==> config.mk <==
export PLATFORM = sky130hd
export DESIGN_NAME = lockout_timer
export DESIGN_NICKNAME = d
export VERILOG_FILES = /design/src/rtl/lockout_pkg.sv /design/src/rtl/lockout_timer_tick_gen.sv /design/src/rtl/lockout_timer.sv
export SDC_FILE = /design/constraint.sdc
export NUM_CORES = 1
export LEC_CHECK = 0
export ABC_AREA = 1
export CAP_MARGIN = 10
export CORE_MARGIN = 2
export CORE_UTILIZATION = 55
export DETAILED_ROUTE_END_ITERATION = 8
export PLACE_DENSITY = 0.75
export SYNTH_ARGS = -nofsm -noshare
export SYNTH_HDL_FRONTEND = slang
export SYNTH_HIERARCHICAL = 1
export SYNTH_SLANG_ARGS = --single-unit
==> constraint.sdc <==
create_clock -name CLOCK_50 -period 6.1 [get_ports CLOCK_50]
set_input_delay 0.915 -clock CLOCK_50 [delete_from_list [all_inputs] [get_ports CLOCK_50]]
set_output_delay 0.915 -clock CLOCK_50 [all_outputs]
set_load 0.005 [all_outputs]
==> src/rtl/lockout_pkg.sv <==
// Shared types and limits for the escalating lockout timer.
package lockout_pkg;
  typedef enum logic {IDLE = 1'b0, LOCKED = 1'b1} state_t;

  localparam logic [6:0] MAX_SECONDS = 7'd99;
  localparam logic [1:0] LEVEL_MAX   = 2'd3;
endpackage

==> src/rtl/lockout_timer_tick_gen.sv <==
// One-second prescaler: one-cycle tick every CLK_HZ cycles while run is high.
module tick_gen #(
  parameter int CLK_HZ = 50_000_000
) (
  input  logic CLOCK_50,
  input  logic reset_n,
  input  logic run,
  output logic tick
);
  localparam int            CW   = (CLK_HZ > 1) ? $clog2(CLK_HZ) : 1;
  localparam logic [CW-1:0] TERM = CW'(CLK_HZ - 1);

  logic [CW-1:0] cnt;

  always_ff @(posedge CLOCK_50 or negedge reset_n) begin
    if (!reset_n)                   cnt <= '0;
    else if (!run || cnt == TERM)   cnt <= '0;
    else                            cnt <= cnt + CW'(1);
  end

  assign tick = run && (cnt == TERM);
endmodule

==> src/rtl/lockout_timer.sv <==
// Escalating lockout: converts verify's trials-exhausted level into a timed,
// doubling lockout and drives the shared enable line plus BCD countdown.
module lockout_timer
  import lockout_pkg::*;
#(
  parameter int CLK_HZ       = 50_000_000,
  parameter int LOCK_SECONDS = 30
) (
  input  logic       CLOCK_50,
  input  logic       reset_n,
  input  logic       lock_req,
  input  logic       pass_pulse,
  input  logic       clear_key,
  output logic       enable,
  output logic       locked,
  output logic [3:0] sec_tens,
  output logic [3:0] sec_ones,
  output logic [1:0] lock_level
);
  state_t     state, state_d;
  logic [6:0] remaining, remaining_d;
  logic [1:0] level_d, level_base, level_inc;
  logic [9:0] shifted;
  logic [6:0] load_val;
  logic       req_s, req_q, req_rise, tick;

  function automatic logic [7:0] to_bcd(input logic [6:0] b);
    return {4'(b / 7'd10), 4'(b % 7'd10)};
  endfunction

  tick_gen #(.CLK_HZ(CLK_HZ)) u_tick (
    .CLOCK_50 (CLOCK_50),
    .reset_n  (reset_n),
    .run      (state == LOCKED),
    .tick     (tick)
  );

  // lock_req is sampled first, then compared with its previous sample, so
  // entry lands one edge after the first high sample.
  assign req_rise = req_s & ~req_q;

  // A pass in the same cycle as lock entry restarts escalation from zero.
  assign level_base = pass_pulse ? 2'd0 : lock_level;
  assign level_inc  = (level_base == LEVEL_MAX) ? LEVEL_MAX : level_base + 2'd1;
  // Wide enough for 99 << 3, so the cap always sees the true product.
  assign shifted    = 10'(LOCK_SECONDS) << level_base;
  assign load_val   = (shifted > {3'b000, MAX_SECONDS}) ? MAX_SECONDS : shifted[6:0];

  always_ff @(posedge CLOCK_50 or negedge reset_n) begin
    if (!reset_n) begin
      state      <= IDLE;
      remaining  <= '0;
      lock_level <= '0;
      req_s      <= 1'b0;
      req_q      <= 1'b0;
    end else begin
      state      <= state_d;
      remaining  <= remaining_d;
      lock_level <= level_d;
      req_s      <= lock_req;
      req_q      <= req_s;
    end
  end

  always_comb begin
    state_d     = state;
    remaining_d = remaining;
    level_d     = lock_level;
    case (state)
      IDLE: begin
        if (req_rise) begin
          state_d     = LOCKED;
          remaining_d = load_val;
          level_d     = level_inc;
        end else if (pass_pulse) begin
          level_d = 2'd0;
        end
      end
      LOCKED: begin
        if (clear_key) begin
          state_d     = IDLE;
          remaining_d = '0;
        end else if (tick) begin
          if (remaining <= 7'd1) begin
            state_d     = IDLE;
            remaining_d = '0;
          end else begin
            remaining_d = remaining - 7'd1;
          end
        end
      end
      default: begin
        state_d     = IDLE;
        remaining_d = '0;
      end
    endcase
  end

  assign enable             = (state == IDLE);
  assign locked             = ~enable;
  assign {sec_tens, sec_ones} = to_bcd(remaining);
endmodule
* Yosys cells after proc, flatten, opt, wreduce, memory -nomap -nowiden *
Index checks and enable logic that the tools add are counted.

operators by class
  add/sub/neg operators = 3
  multipliers = 0
  div/mod/pow operators = 2
  $lt $le $gt $ge = 2
  eq/ne operators = 4
  shifts and indexed selects = 1
  mux-type cells = 15
  bitwise logic cells = 3
  reductions and logical operators = 4

operator list
  cell                                                            number
  2-to-1 mux 7 bit                                                5
  adder 26 x 1 -> 26 bit, second input constant                   1
  == test 26 bit, second input constant                           1
  2-to-1 mux 26 bit                                               1
  one-hot mux 7 bit (2 select lines)                              1
  > comparator 10 x 7 -> 1 bit, second input constant             1
  left shift 5 x 2 -> 10 bit, first input constant                1
  divider 7 x 4 -> 7 bit, second input constant                   1
  less-or-equal comparator 7 x 1 -> 1 bit, second input constant  1
  modulo 7 x 4 -> 7 bit, second input constant                    1
  subtractor 7 x 1 -> 7 bit, second input constant                1
  2-to-1 mux 2 bit                                                3
  2-to-1 mux 1 bit                                                4
  != test 3 x 2 -> 1 bit, second input constant                   1
  adder 2 x 1 -> 2 bit, second input constant                     1
  == test 2 bit, second input constant                            1
  != test 2 x 1 -> 1 bit, second input constant                   1
  NOT 1 bit                                                       2
  one-hot mux 1 bit (2 select lines)                              1
  AND reduction 2 bit                                             1
  AND 1 bit                                                       1
  logical AND 1 bit                                               1
  logical NOT 1 bit                                               1
  logical OR 1 bit                                                1

word-level totals
  flip-flop bits (word level) = 38
  bits in latches = 0
  bits in writable memories = 0
  ROM bits = 0
  input port bits = 5
  output and inout bits = 12
  word-level logic and storage cells = 40
  memories kept = 0

* Longest topological paths before layout *
  word-level depth = 6
  depth in mapped cells = 20
  mapped depth without buffers = 20

* By module *
The synthesis kept the hierarchy.

modules (own cells, without submodules)
  module         instances  cells each  area an instance (um2)  seq. area each (um2)
  tick_gen       1          228         1622.8                  650.6
  lockout_timer  1          136         1004.7                  300.3

* Worst setup path before layout *
OpenSTA, ideal clock, no wires.

  kind = register to output
  from = register remaining[4]
  to = output port sec_ones[1]
  data arrival time = 1851 ps
  data required time = 5185 ps
  path slack = 3334 ps
  stages on the path, launching flop included = 18
  buffers on the path = 0
  cells stage by stage = dfrtp_1 > nor2_1 > nand2_2 > nand2_4 > nand2_1 > nand2_1 > inv_2 > nand2_4 > nand3_1 > nand2_1 > inv_1 > ha_1 > inv_1 > nand3_2 > nand2_1 > inv_2 > nand3_1 > nand2_1

between the ends
  word-level cells in the longest chain between the ends = 1

ends and longest elaborated chain
  item                    line                 source
  start, declared         lockout_timer.sv:21  logic [6:0] remaining, remaining_d;
  start signal, assigned  lockout_timer.sv:58  remaining <= remaining_d;
  modulo 7 x 4 -> 7 bit   lockout_timer.sv:28  return {4'(b / 7'd10), 4'(b % 7'd10)};
  end, declared           lockout_timer.sv:17  output logic [3:0] sec_ones,

Every way passes these cells.

* Final worst setup path *
Same ends and word-level chain as after synthesis.

==> out/results.txt <==
Chip Width: 73.1 um
most common cell after layout, fill and taps aside: nand2_1
Clock Pin Slew Worst Setup and Hold Paths: 0.08 ns
final setup vio count: 0
final antenna-violating net count: 0
share of post-route cells with drive strength above 1: 0.138
fmax: 0.269 GHz
max_cap viols: 0
DRT iter0 DRCs: 130
Post-synth top flop: dfrtp_1
CTS tree: done
worst setup path endpoint: sec_ones[1]
global-route usage over all layers: 0.225
largest family of logic cells by synthesized area: simple AND/OR/NAND/NOR gates
post-layout instance area: 2930 um^2
final period utilization: 0.609
TritonCTS buffer count: 5
core area: 4660 um^2
die height: 73.1 um
top cells by area, synth: dfrtp_1 36%, nand2_1 13%, nor2_1 9.4%
vias in the first global route: 2227
Post-CTS Hold Fix Bufs: 0
Synth Area per Inst: 7.22 um^2
die footprint: 5350 um^2
DR WL/cell: 11.9 um
pwr dens: 441 nW/um^2
n_diodes: 0
crit path launch type: flip-flop
Skew-Pair Late Insertion Delay: 0.30 ns
largest net degree at the start of global routing: 39
simple logic cell fraction of the synthesized area: 0.401
initial antenna violation count: 0
drt first pass iters: 4
Worst Hold Class: flip-flop to flip-flop
IO buf count: 16
Worst-Margin Slew: 0.821 ns
post-synthesis compound-gate area fraction: 0.0667
GRT Residual Overflow: 0
first-pass GRT wire length: 9.47 mm
minimum clock period: 3.72 ns
RR Endpoint: remaining[5]
register area: 951 um^2
Final Util: 0.630
Leak: 1.33 nW
Synth Area in Adders: 0.0333
r2r setup slk: 4.02 ns
Worst EP arrival: 2.80 ns
synth unique cells: 32
fill count: 421
number of gates resized after CTS: 0
Final Max Tran Viols: 0
top-area cell type share of the netlist area: 0.362
yosys warns: 6
vias: 2275
gpl congestion: 0.812
Crit path required time: 5.18 ns
number of enable flip-flop cells after synthesis: 0
Sum Neg Setup Slack: 0 ns
via/cell ratio: 5.18
clock sink count: 38
final net count: 396
FF-to-FF Start: u_tick/cnt[0]
final wirelength: 5.23 mm
Syn Inst Count: 364
H-tree lvl count: 2
# placed instances: 431
Final Total Pwr: 1.29 mW
Seq cells post-synth: 38
relative max-transition margin: 0.453
Yosys top cell by area: dfrtp_1
Mapped Area: 2630 um^2
area of the multi-input gates: 1470 um^2
area growth from synthesis to layout: 11.7%
Bufs on Longest Clock Path: 2
crit-path max FO: 5
critical path class: flip-flop to output pin
Worst Skew: 0.00718 ns
FFs w/ async S/R, synth: 1.00
Post-Syn Nets: 376
most frequent cells in the layout: 94 x nand2_1, 66 x nor2_1, 40 x inv_1, 38 x dfrtp_1, 21 x nand3_1
DP Wirelength: 3.97 mm
Post-CTS Setup Bufs: 0
proportion of synthesized chip area in sequential cells: 0.362
DRC violation count after routing: 0
crit path capture type: output pin
RSZ-0062 raised after global routing: no
post-synthesis mux area share: 0
xor/xnor share of the synthesized area: 0.0567
CP startpoint: remaining[4]
Worst Reg-to-Reg Cells: 9
filler-free cell count of the finished design: 439
row count: 25
Root Buffer: clkbuf_8
peak supply drop: 0.258 mV
Placed Area: 2820 um^2
Final Hold Fails: 0
initial core utilization: 0.564
I/O Pins: 17
outcome: finished, final reports clean
[logic make-up after synthesis]
family | count (synthesis)
compound gates | 27
xor+xnor | 17
fa+ha+maj | 7
buf+inv | 51
flops | 38
simple gates | 224
[power by group]
part	switching [mW]	total, mW	internal [mW]
Sequential	0.0499	0.342	0.292
Clock	0.0948	0.216	0.122
Combinational	0.403	0.735	0.332
[stage by stage]
step	setup slack [ns]	hold WS [ns]
final	2.38	0.385
after global routing	2.09	0.409
after CTS	2.37	0.382
after detailed placement	2.70	0.364
after global placement	2.81	0.357
after floorplan	3.33	0.354
[cell type report]
type                       count  share of cell area
tap                           54              0.0230
clock inverter                 3              0.0154
timing repair buffer          16              0.0529
sequential                    38               0.324
multi-input combinational    275               0.500
clock buffer                   5              0.0235
inverter                      48              0.0614
[routing by layer]
metal | wire length (um) | vias to the layer above | track usage
met3 | 193 | 6 | 0.0249
met4 | 68 | 0 | 0.0905
met1 | 2350 | 1042 | 0.286
li1 | - | 1183 | -
met5 | 0 | - | 0
met2 | 2620 | 44 | 0.388
[sequential cells by signal, indices dropped and copies added (netlist names)]
| name | flops |
|---|---|
| req_s | 1 |
| lock_level | 2 |
| remaining | 7 |
| u_tick/cnt | 26 |
| req_q | 1 |
| locked | 1 |
[cells in the mapped netlist, types with 2 or more instances]
master and instances:
nand4_1 4, a31oi_1 2, nand2_2 7, nor2_4 2, dfrtp_1 38, inv_2 8, a22oi_1 5, nor2_1 66
ha_1 7, a21oi_1 5, nand2_4 6, o21ai_0 10, xor2_1 11, inv_1 40, nand3_1 21, buf_6 2
nand2_1 94, nand3_2 6, nor2_2 9, nor3_1 4, xnor2_1 6
[worst min path at each step]
stage                      from    end  slack (ns)  cells after the start
after CTS                 req_s  req_q        0.38                      0
after global placement    req_s  req_q        0.36                      0
after detailed placement  req_s  req_q        0.36                      0
after floorplan           req_s  req_q        0.35                      0
final                     req_s  req_q        0.38                      0
after global routing      req_s  req_q        0.41                      0
[worst max-delay path, cell delays in order, from the launching register on]
cell and delay (ns):
dfrtp_1 0.43, nor2_1 0.27, nand2_2 0.15, nand2_4 0.11, nand2_1 0.05, nand2_1 0.07
inv_2 0.05, nand2_4 0.08, nand2_4 0.05, nand2_2 0.07, nand2_1 0.07, inv_1 0.06
ha_1 0.17, inv_1 0.06, nand3_2 0.08, nand2_1 0.06, inv_2 0.06, nand3_1 0.06
nand2_1 0.08, clkdlybuf4s50_1 0.49
No activity file was read; power rests on OpenSTA's default activity.
